<file path="src/rtl/fifo_sync_pkg.sv">
// Shared sizing helpers and parameter checks for the parametrised synchronous FIFO.
package fifo_sync_pkg;

    function automatic int fifoDepth(input int addrSize);
        return 1 << addrSize;
    endfunction

    // One extra pointer bit distinguishes full from empty when the address bits match.
    function automatic int ptrWidth(input int addrSize);
        return addrSize + 1;
    endfunction

    function automatic bit thresholdsLegal(input int addrSize, input int afullTh, input int aemptyTh);
        return (afullTh >= 1) && (afullTh <= fifoDepth(addrSize)) &&
               (aemptyTh >= 0) && (aemptyTh <= fifoDepth(addrSize) - 1);
    endfunction

endpackage

</file>
<file path="src/rtl/fifo_sync_mem.sv">
// Dual-port register array: synchronous write, registered read data with a valid strobe.
module fifo_sync_mem
    import fifo_sync_pkg::*;
#(
    parameter int DATA_WIDTH = 8,
    parameter int ADDR_SIZE  = 3
) (
    input  logic                  clk_i,
    input  logic                  rst_i,
    input  logic                  wrEn_i,
    input  logic [ADDR_SIZE-1:0]  wrAddr_i,
    input  logic [DATA_WIDTH-1:0] wrData_i,
    input  logic                  rdEn_i,
    input  logic [ADDR_SIZE-1:0]  rdAddr_i,
    output logic [DATA_WIDTH-1:0] rdData_o,
    output logic                  rdValid_o
);

    localparam int DEPTH = fifoDepth(ADDR_SIZE);

    logic [DATA_WIDTH-1:0] mem_q [DEPTH];
    logic [DATA_WIDTH-1:0] rdData_q;
    logic                  rdValid_q;

    // Storage is deliberately left unreset so it maps onto plain register or RAM cells.
    always_ff @(posedge clk_i) begin
        if (wrEn_i) begin
            mem_q[wrAddr_i] <= wrData_i;
        end
    end

    always_ff @(posedge clk_i or posedge rst_i) begin
        if (rst_i) begin
            rdData_q  <= '0;
            rdValid_q <= 1'b0;
        end else begin
            rdValid_q <= rdEn_i;
            if (rdEn_i) begin
                rdData_q <= mem_q[rdAddr_i];
            end
        end
    end

    assign rdData_o  = rdData_q;
    assign rdValid_o = rdValid_q;

endmodule

</file>
<file path="src/rtl/fifo_sync_param.sv">
// Single-clock parametrised FIFO with fill level, threshold flags and registered read data.
// Define FIFO_ERR_STICKY_EN to enable the sticky OVERFLOW/UNDERFLOW flags cleared by ERR_CLR.
module fifo_sync_param
    import fifo_sync_pkg::*;
#(
    parameter int DATA_WIDTH = 8,
    parameter int ADDR_SIZE  = 3,
    parameter int AFULL_TH   = 6,
    parameter int AEMPTY_TH  = 2
) (
    input  logic                  CLK,
    input  logic                  RST,
    input  logic                  WR_EN,
    input  logic [DATA_WIDTH-1:0] WR_DATA,
    input  logic                  RD_EN,
    output logic [DATA_WIDTH-1:0] RD_DATA,
    output logic                  RD_VALID,
    output logic                  FULL,
    output logic                  EMPTY,
    output logic                  ALMOST_FULL,
    output logic                  ALMOST_EMPTY,
    output logic [ADDR_SIZE:0]    COUNT,
    input  logic                  ERR_CLR,
    output logic                  OVERFLOW,
    output logic                  UNDERFLOW
);

    localparam int PTR_W = ptrWidth(ADDR_SIZE);
    localparam int DEPTH = fifoDepth(ADDR_SIZE);
    localparam logic [PTR_W-1:0] DEPTH_C    = PTR_W'(DEPTH);
    localparam logic [PTR_W-1:0] AFULL_C    = PTR_W'(AFULL_TH);
    localparam logic [PTR_W-1:0] AEMPTY_C   = PTR_W'(AEMPTY_TH);
    localparam logic [PTR_W-1:0] PTR_STEP_C = PTR_W'(1);

    if (!thresholdsLegal(ADDR_SIZE, AFULL_TH, AEMPTY_TH)) begin : g_badThresholds
        $error("fifo_sync_param: AFULL_TH or AEMPTY_TH outside the legal range");
    end

    logic [PTR_W-1:0] wrPtr_q, wrPtr_d;
    logic [PTR_W-1:0] rdPtr_q, rdPtr_d;
    logic [PTR_W-1:0] count_q, count_d;
    logic             full_q, empty_q, almostFull_q, almostEmpty_q;
    logic             wrAcc, rdAcc;

    // No write-through: an empty FIFO rejects reads even when a write arrives alongside.
    assign rdAcc = RD_EN & ~empty_q;
    assign wrAcc = WR_EN & (~full_q | rdAcc);

    // Occupancy is the pointer difference; the wrap bit keeps full distinct from empty.
    always_comb begin
        wrPtr_d = wrPtr_q;
        rdPtr_d = rdPtr_q;
        if (wrAcc) begin
            wrPtr_d = wrPtr_q + PTR_STEP_C;
        end
        if (rdAcc) begin
            rdPtr_d = rdPtr_q + PTR_STEP_C;
        end
        count_d = wrPtr_d - rdPtr_d;
    end

    always_ff @(posedge CLK or posedge RST) begin
        if (RST) begin
            wrPtr_q       <= '0;
            rdPtr_q       <= '0;
            count_q       <= '0;
            full_q        <= 1'b0;
            empty_q       <= 1'b1;
            almostFull_q  <= 1'b0;
            almostEmpty_q <= 1'b1;
        end else begin
            wrPtr_q       <= wrPtr_d;
            rdPtr_q       <= rdPtr_d;
            count_q       <= count_d;
            full_q        <= (count_d == DEPTH_C);
            empty_q       <= (count_d == '0);
            almostFull_q  <= (count_d >= AFULL_C);
            almostEmpty_q <= (count_d <= AEMPTY_C);
        end
    end

    fifo_sync_mem #(
        .DATA_WIDTH (DATA_WIDTH),
        .ADDR_SIZE  (ADDR_SIZE)
    ) u_mem (
        .clk_i     (CLK),
        .rst_i     (RST),
        .wrEn_i    (wrAcc),
        .wrAddr_i  (wrPtr_q[ADDR_SIZE-1:0]),
        .wrData_i  (WR_DATA),
        .rdEn_i    (rdAcc),
        .rdAddr_i  (rdPtr_q[ADDR_SIZE-1:0]),
        .rdData_o  (RD_DATA),
        .rdValid_o (RD_VALID)
    );

    assign FULL         = full_q;
    assign EMPTY        = empty_q;
    assign ALMOST_FULL  = almostFull_q;
    assign ALMOST_EMPTY = almostEmpty_q;
    assign COUNT        = count_q;

`ifdef FIFO_ERR_STICKY_EN
    logic overflow_q, underflow_q;

    // A rejection in the same cycle as ERR_CLR keeps the flag set.
    always_ff @(posedge CLK or posedge RST) begin
        if (RST) begin
            overflow_q  <= 1'b0;
            underflow_q <= 1'b0;
        end else begin
            if (WR_EN & ~wrAcc) begin
                overflow_q <= 1'b1;
            end else if (ERR_CLR) begin
                overflow_q <= 1'b0;
            end
            if (RD_EN & ~rdAcc) begin
                underflow_q <= 1'b1;
            end else if (ERR_CLR) begin
                underflow_q <= 1'b0;
            end
        end
    end

    assign OVERFLOW  = overflow_q;
    assign UNDERFLOW = underflow_q;
`else
    logic unusedErrClr;
    assign unusedErrClr = ERR_CLR;
    assign OVERFLOW     = 1'b0;
    assign UNDERFLOW    = 1'b0;
`endif

endmodule

</file>
<file path="config.mk">
export PLATFORM = sky130hd
export DESIGN_NAME = fifo_sync_param
export DESIGN_NICKNAME = d
export VERILOG_FILES = /design/src/rtl/fifo_sync_pkg.sv /design/src/rtl/fifo_sync_mem.sv /design/src/rtl/fifo_sync_param.sv
export SDC_FILE = /design/constraint.sdc
export NUM_CORES = 1
export LEC_CHECK = 0
export CAP_MARGIN = 10
export CORE_MARGIN = 10
export CORE_UTILIZATION = 52
export DETAILED_ROUTE_END_ITERATION = 8
export PLACE_DENSITY = 0.73
export RECOVER_POWER = 25
export REMOVE_ABC_BUFFERS = 1
export SLEW_MARGIN = 20
export SYNTH_ARGS = -nofsm -noshare
export SYNTH_HDL_FRONTEND = slang
export SYNTH_SLANG_ARGS = --single-unit
export TNS_END_PERCENT = 10
</file>
<file path="constraint.sdc">
create_clock -name CLK -period 6.7 [get_ports CLK]
set_input_delay 1.34 -clock CLK [delete_from_list [all_inputs] [get_ports CLK]]
set_output_delay 1.34 -clock CLK [all_outputs]
set_load 0.01 [all_outputs]
</file>
==> impl_metrics.json, run 1 <==
{
  "postCtsSetupRepairBufs": 0,
  "yosysWarningCount": 0,
  "dr_total_vias": 1718,
  "cts-buffers-inserted": 9,
  "final_common_cell": "edfxtp_1",
  "overflow": 0,
  "grt_usage": 0.121,
  "die_height_um": 103,
  "first_iter_violations": 55,
  "worst-slew-pin-transition_ps": 908,
  "crit_arrival_ps": 3920,
  "clock.fmax_mhz": 274,
  "cp-start-kind": "input port",
  "clkLatencyLatePin_ps": 360,
  "initial_core_util": 0.527,
  "cap_violations": 0,
  "crit_path_max_fanout": 20,
  "synthToLayoutAreaGrowth_pct": 15.5,
  "layout-drive-gt1-share": 0.212,
  "tns_ps": 0,
  "dr.pass1.iters": 4,
  "rows": 30,
  "die_width_um": 103,
  "ys.flop_type": "edfxtp_1",
  "wirelength_um": 5880,
  "async_reset_ff_frac": 0.281,
  "htree_levels": 3,
  "yosysTopAreaCell": "edfxtp_1",
  "synth.distinct_cells": 35,
  "diodes": 0,
  "avgSynthCellArea_um2": 18.3,
  "dp_cells": 295,
  "skew_ps": 9.55,
  "io_pins": 32,
  "hold_violations": 0,
  "seq_area_frac_synth": 0.720,
  "grt_pass1_wl_um": 9210,
  "clock-sinks": 89,
  "dp_hpwl_um": 3770,
  "most-common-layout-cells": "edfxtp_1, dfrtp_1, clkdlybuf4s50_1, mux4_2, nand2_1",
  "syn_inst": 193,
  "synth_area_leaders": "edfxtp_1, dfrtp_1, mux4_2",
  "crit_type": "input port to flip-flop",
  "first_global_vias": 1726,
  "regArea_mm2": 0.00255,
  "power_leakage_nw": 1.46,
  "postRouteAntennaNets": 0,
  "slew_viol_final": 0,
  "status": "finished clean",
  "root_buffer": "clkbuf_8",
  "cts_tree": "yes",
  "cts_hold_buffers": 0,
  "power_density_mw_per_mm2": 458,
  "grt_max_degree": 26,
  "synth_top_area_frac": 0.543,
  "max-vdd-ir-drop_uv": 195,
  "fillerInstances": 498,
  "viasPerCell": 5.52,
  "setup_viol": 0,
  "route.detailed.drc": 0,
  "nets": 245,
  "multi_input_area_um2": 925,
  "wl_per_cell_um": 18.9,
  "cp-end-kind": "flip-flop",
  "hold_path_class": "flip-flop to flip-flop",
  "clk_pin_slew_ps": 80,
  "antenna_found_initial": 0,
  "post-route-period-util": 0.545,
  "cts.repair.resized": 0,
  "required_ps": 6970,
  "clk_path_buf_depth": 2,
  "rrSetupSlack_ps": 4010,
  "ys_ff_latch": 89,
  "rsz0062_at_grt": "no",
  "io_buffers": 28,
  "fin_cells": 311,
  "fin_crit_ps": 3650,
  "gp_congestion": 0.703,
  "preCtsSetupSlack_ps": 2680,
  "setup_slack_ps": 3050,
  "syn_area_mm2": 0.00354,
  "die-area_mm2": 0.0105,
  "slew_headroom": 0.391,
  "synth_edf_count": 64,
  "core_mm2": 0.00672
}
[per-layer routing]
metal / share of wire / vias up / routed length [µm] / GRT usage
met4: 0.015 / 0 / 87 / 0.0521
met3: 0.054 / 9 / 317 / 0.0375
met1: 0.41 / 873 / 2420 / 0.140
li1: - / 794 / - / -
met5: 0 / - / 0 / 0
met2: 0.52 / 42 / 3060 / 0.202
[cells in the mapped netlist, types with 2 or more instances]
cell and n:
inv_1 7, mux2i_1 9, buf_1 2, mux4_2 16, edfxtp_1 64, o21ai_0 8
mux2_2 2, nand2_1 14, ha_1 6, dfrtp_1 23, nor3_1 4, a21o_1 2
buf_2 4, nor2_1 3, dfstp_2 2, xnor2_1 6, buf_4 3
[cell families (layout without fill, tap and decap cells)]
kind of cell / Yosys count / count (layout) / share of synthesized area
flops: 89 / 89 / 0.720
simple gates: 30 / 30 / 0.0463
mux: 27 / 27 / 0.134
buf+inv: 18 / 55 / 0.0237
compound gates: 13 / 13 / 0.0251
xor+xnor: 9 / 9 / 0.0286
fa+ha+maj: 6 / 6 / 0.0212
other cells: 1 / 2 / 0.00106
[flip-flops by register name (all words and copies together), names as in the netlist]
signal,cells
ALMOST_EMPTY,1
ALMOST_FULL,1
COUNT,4
EMPTY,1
FULL,1
rdPtr_q,4
u_mem.mem_q,64
u_mem.rdData_o,8
u_mem.rdValid_o,1
wrPtr_q,4
[worst max-delay path, stage by stage]
cell	delay, ps
clkdlybuf4s50_1	500
nand2b_4	180
nand2_1	130
and2_1	210
mux2_2	380
ha_1	300
a21o_1	160
a21oi_1	160
xnor3_2	320
nor4_2	230
[area by class of cell]
type / instances / area share
flip-flops and latches: 89 / 0.624
well taps: 80 / 0.0245
clock inverters: 5 / 0.00979
clock buffers: 11 / 0.0346
inverters: 8 / 0.00734
multi-input cells: 87 / 0.226
repair buffers: 31 / 0.0741
[path summary, 6_finish.rpt]
path	start	end	cells past startpoint
worst min register to register	u_mem.rdData_o[4]$_DFFE_PP0P_	u_mem.rdData_o[4]$_DFFE_PP0P_	2
worst min-delay path	u_mem.rdData_o[4]$_DFFE_PP0P_	u_mem.rdData_o[4]$_DFFE_PP0P_	2
worst max-delay path	RD_EN	EMPTY$_DFF_PP1_	10
min in group asynchronous	RST	u_mem.rdData_o[6]$_DFFE_PP0P_	2
worst max register to register	EMPTY$_DFF_PP1_	EMPTY$_DFF_PP1_	9
max in group asynchronous	RST	u_mem.rdData_o[5]$_DFFE_PP0P_	2
[where the power goes]
group | internal, mW | switching, mW | leakage, nW
clock | 0.147 | 0.187 | 0.0822
combinational | 0.374 | 0.344 | 0.503
sequential | 0.730 | 0.0930 | 0.876
total | 1.25 | 0.624 | 1.46
[through the flow]
step	cell area, µm²	hold WS [ps]	util	power [mW]
after detailed placement	3910	474	0.582	1.57
after CTS	4090	492	0.609	1.90
after global placement	3910	463	0.582	1.56
after floorplan	3490	471	-	1.33
final	4090	483	0.609	1.87
after global routing	4090	525	0.609	2.00
No activity file was read; power rests on OpenSTA's default activity.
==> inputs of run 2 (changes only) <==
- CORE_UTILIZATION: 52 -> 51
- PLACE_DENSITY: 0.73 -> 0.75
- clock period: 6.7 -> 3.3 ns (I/O delays scaled with it)
==> run 2 against run 1 <==
Worst hold slack worse by 2.2 ps. Combinational power is 120% higher. Via count is 0.70% higher. Setup slack worse by 2500 ps. Die area is 1.6% higher. Critical path depth stayed put. Total power is 110% higher. Routed wire length is 5.5% higher. Final cell count is 3.5% higher. Largest cell class unchanged. Highest routed layer unchanged.
==> impl_metrics.json, run 2 (synthesized netlist as in run 1, its figures left out) <==
{
  "die_width_um": 103,
  "largest_register_ffs": 64,
  "hold_slack_ps": 481,
  "clkLatencyLatePin_ps": 350,
  "most-common-layout-cells": "edfxtp_1, clkdlybuf4s50_1, dfrtp_1, mux4_2, nand2_1",
  "synthToLayoutAreaGrowth_pct": 17.7,
  "fin_cells": 322,
  "overflow": 0,
  "power_switching_mw": 1.30,
  "clock.fmax_mhz": 359,
  "crit_arrival_ps": 3050,
  "pwr-share-comb": 0.396,
  "cp-end-kind": "flip-flop",
  "first_global_vias": 1866,
  "clk_pin_slew_ps": 80,
  "tns_ps": 0,
  "setup_slack_ps": 512,
  "p_clk_frac": 0.187,
  "initial_core_util": 0.524,
  "power_leakage_nw": 1.53,
  "required_ps": 3560,
  "dp_cells": 306,
  "cap_violations": 0,
  "dr_total_vias": 1730,
  "dr.pass1.iters": 4,
  "first_iter_violations": 79,
  "fin_area_mm2": 0.00417,
  "io_pins": 32,
  "io_buffers": 28,
  "p_sw_frac": 0.331,
  "root_buffer": "clkbuf_8",
  "status": "finished clean",
  "grt_max_degree": 26,
  "hold_violations": 0,
  "dp_hpwl_um": 4020,
  "grt_usage": 0.127,
  "placed_cell_area_mm2": 0.00398,
  "clk_path_buf_depth": 2,
  "preCtsSetupSlack_ps": 166,
  "max-vdd-ir-drop_uv": 375,
  "skew_ps": 8.70,
  "die-area_mm2": 0.0107,
  "diodes": 0,
  "antenna_found_initial": 0,
  "power_density_mw_per_mm2": 942,
  "cp-start-kind": "input port",
  "core_mm2": 0.00676,
  "utilization": 0.617,
  "setup_viol": 0,
  "cts-buffers-inserted": 9,
  "postRouteAntennaNets": 0,
  "gp_congestion": 0.758,
  "crit_path_max_fanout": 5,
  "clock-sinks": 89,
  "total_power_mw": 3.92,
  "cts_tree": "yes",
  "rows": 30,
  "wirelength_um": 6200,
  "grt_pass1_wl_um": 9830,
  "htree_levels": 3,
  "nets": 256,
  "die_height_um": 103,
  "hold_path_class": "flip-flop to flip-flop",
  "route.detailed.drc": 0,
  "rsz0062_at_grt": "no",
  "final_common_cell": "edfxtp_1",
  "post-route-period-util": 0.845,
  "cts_hold_buffers": 0,
  "postCtsSetupRepairBufs": 0,
  "slew_viol_final": 0,
  "viasPerCell": 5.37,
  "startpoint": "RD_EN",
  "seqPwrFrac": 0.417,
  "hp-start": "u_mem.rdData_o[4]$_DFFE_PP0P_",
  "slew_headroom": 0.0419,
  "wl_per_cell_um": 19.3,
  "layout-drive-gt1-share": 0.227,
  "cts.repair.resized": 0,
  "internal_power_mw": 2.63,
  "fin_crit_ps": 2790,
  "worst-slew-pin-transition_ps": 1440,
  "timing.rr.start": "EMPTY$_DFF_PP1_",
  "crit_type": "input port to flip-flop",
  "regMostFlops": "u_mem.mem_q"
}
-- run 2: changes by cell type in the layout (fill, tap and decap cells not counted), sizes merged --
cell and change:
bufinv +1, clkinvlp -2, clkbuf +1, clkdlybuf4s50 +3, buf +10, clkinv -1, dlygate4sd3 -3, inv +2
-- run 2: path summary, 6_finish.rpt --
kind                                                 endpoint  slack, ps  cells past startpoint
worst max-delay path                          EMPTY$_DFF_PP1_        510                     10
worst min-delay path            u_mem.rdData_o[4]$_DFFE_PP0P_        480                      2
worst max register to register                EMPTY$_DFF_PP1_        820                      9
worst min register to register  u_mem.rdData_o[4]$_DFFE_PP0P_        480                      2
max in group asynchronous       u_mem.rdData_o[2]$_DFFE_PP0P_       1230                      3
min in group asynchronous       u_mem.rdData_o[3]$_DFFE_PP0P_       1230                      3
-- run 2: power by group through the flow --
stage	registers, mW	clock network [mW]	logic [mW]
floorplan	1.74	0	0.960
global placement	1.65	0	1.55
detailed placement	1.66	0	1.57
CTS	1.64	0.751	1.58
global route	1.67	0.801	1.71
finish	1.64	0.732	1.56
-- run 2: layout make-up --
type                       count  area (µm²)
multi-input combinational     87         910
clock inverter                 5        63.8
fill                         495        2590
tap                           80         100
inverter                       8        30.0
sequential                    89        2550
timing repair buffer          42         382
clock buffer                  11         131
-- run 2: critical path, cell delays in order --
cell	delay [ps]
clkdlybuf4s50_1	510
nand2b_4	60
nand2_1	70
and2_1	200
mux2_2	380
ha_1	290
a21o_1	160
a21oi_1	150
xnor3_2	330
nor4_2	230
-- run 2: layer usage --
layer	GRT usage	wire, µm
met1	0.154	2570
met2	0.215	3280
met3	0.0259	273
met4	0.0578	78
met5	0	0
==> inputs of run 3 (changes only) <==
- clock period: 3.3 -> 2.4 ns (I/O delays scaled with it)
==> run 3 against run 2 <==
First-iteration DRC count grew 30%. Routed wire length grew 4.9%. Design area grew 3.7%. Combinational power grew 70%. Non-clock buffer count grew 19. Worst hold slack is essentially flat. Via count grew 4.8%. Total power grew 46%. Sequential power grew 34%. Utilization grew 2.3 points.
==> impl_metrics.json, run 3 (synthesized netlist as in run 1, its figures left out) <==
{
  "clk_pin_slew_ps": 80,
  "dp_hpwl_um": 4510,
  "fin_crit_ps": 2350,
  "seqPwrFrac": 0.383,
  "wl_per_cell_um": 19.1,
  "cts_tree": "yes",
  "cap_violations": 0,
  "dr_total_vias": 1813,
  "hold_slack_ps": 480,
  "antenna_found_initial": 0,
  "status": "finished clean",
  "hold_path_class": "flip-flop to flip-flop",
  "max-vdd-ir-drop_uv": 784,
  "most-common-layout-cells": "edfxtp_1, buf_4, dfrtp_1, clkdlybuf4s50_1, mux4_2",
  "wirelength_um": 6510,
  "rows": 30,
  "cp-start-kind": "flip-flop",
  "crit_arrival_ps": 2570,
  "io_pins": 32,
  "crit_type": "flip-flop to flip-flop",
  "grt_pass1_wl_um": 10400,
  "htree_levels": 3,
  "power_leakage_nw": 1.61,
  "required_ps": 2620,
  "gp_congestion": 0.790,
  "layout-drive-gt1-share": 0.303,
  "grt_usage": 0.135,
  "cp-end-kind": "flip-flop",
  "largest_register_ffs": 64,
  "slew_viol_final": 0,
  "setup_viol": 0,
  "core_mm2": 0.00676,
  "root_buffer": "clkbuf_8",
  "clock.fmax_mhz": 426,
  "first_global_vias": 1920,
  "die-area_mm2": 0.0107,
  "overflow": 0,
  "power_switching_mw": 1.92,
  "slew_headroom": 0.0665,
  "worst-slew-pin-transition_ps": 1400,
  "dp_cells": 325,
  "preCtsSetupSlack_ps": -479,
  "grt_max_degree": 26,
  "clk_path_buf_depth": 2,
  "p_sw_frac": 0.334,
  "internal_power_mw": 3.82,
  "setup_slack_ps": 50.8,
  "total_power_mw": 5.73,
  "final_common_cell": "edfxtp_1",
  "synthToLayoutAreaGrowth_pct": 22.1,
  "fin_cells": 341,
  "viasPerCell": 5.32,
  "p_clk_frac": 0.155,
  "die_width_um": 103,
  "power_density_mw_per_mm2": 1330,
  "nets": 275,
  "pwr-share-comb": 0.462,
  "regMostFlops": "u_mem.mem_q",
  "utilization": 0.640,
  "hold_violations": 0,
  "post-route-period-util": 0.979,
  "first_iter_violations": 103,
  "dr.pass1.iters": 4,
  "diodes": 0,
  "route.detailed.drc": 0,
  "skew_ps": 13.6,
  "die_height_um": 103,
  "clkLatencyLatePin_ps": 350,
  "crit_path_max_fanout": 5,
  "io_buffers": 28,
  "postRouteAntennaNets": 0,
  "clock-sinks": 89,
  "rsz0062_at_grt": "yes",
  "cts_hold_buffers": 0,
  "cts-buffers-inserted": 9,
  "initial_core_util": 0.524
}
[run 3: cell types whose count changed in the layout (fill, tap and decap cells not counted), sizes merged]
cell,before,now
clkbuf,12,11
dlygate4sd2,0,1
buf,13,32
dlygate4sd3,4,5
bufinv,1,0
clkdlybuf4s50,24,22
clkinvlp,1,2
clkinv,1,2
[run 3: path summary, 6_finish.rpt]
check / slack, ps / depth (start not counted) / end / startpoint
max: 50 / 9 / FULL$_DFF_PP0_ / EMPTY$_DFF_PP1_
min: 480 / 2 / u_mem.rdData_o[6]$_DFFE_PP0P_ / u_mem.rdData_o[6]$_DFFE_PP0P_
max reg2reg: 50 / 9 / FULL$_DFF_PP0_ / EMPTY$_DFF_PP1_
min reg2reg: 480 / 2 / u_mem.rdData_o[6]$_DFFE_PP0P_ / u_mem.rdData_o[6]$_DFFE_PP0P_
max in group asynchronous: 530 / 3 / COUNT[2]$_DFF_PP0_ / RST
min in group asynchronous: 1040 / 3 / u_mem.rdData_o[1]$_DFFE_PP0P_ / RST
[run 3: cell type report]
class	instances	area (µm²)
flip-flops and latches	89	2550
fillers	457	2430
multi-input cells	87	950
repair buffers	61	523
clock buffers	10	128
well taps	80	100
clock inverters	6	41.3
inverters	8	30.0
[run 3: layer usage]
layer / up-vias / GRT usage / routed length (µm)
li1: 854 / - / -
met1: 922 / 0.172 / 2930
met2: 29 / 0.216 / 3220
met3: 8 / 0.0292 / 256
met4: 0 / 0.0642 / 93
met5: - / 0 / 0
[run 3: critical path, stage by stage (launching register included)]
cell      delay (ps)
dfstp_2          550
nand2b_4         120
nand2_1           60
and2_1           170
mux2_2           310
ha_4             240
a21o_1           160
a21oi_2          140
xnor3_2          310
nor4b_1          170
[run 3: through the flow]
step | area, µm² | setup TNS [ps]
after global routing | 4320 | -2.74
after global placement | 4120 | -2340
after floorplan | 3490 | -630
after CTS | 4300 | 0
after detailed placement | 4120 | -2690
final | 4320 | 0
[run 3: power groups by stage]
stage	sequential, mW	combinational, mW	clock (mW)
6_report	2.20	2.65	0.890
5_1_grt	2.23	2.88	0.996
4_1_cts	2.20	2.57	0.914
3_5_place_dp	2.23	2.50	0
3_3_place_gp	2.22	2.43	0
2_1_floorplan	2.40	1.32	0
[run 3: repair_timing]
item,in CTS,in global routing
hold endpoints to repair,0,0
setup buffers,0,0
gates resized for setup,3,3
setup endpoints to repair,5,5
pin swaps,1,1
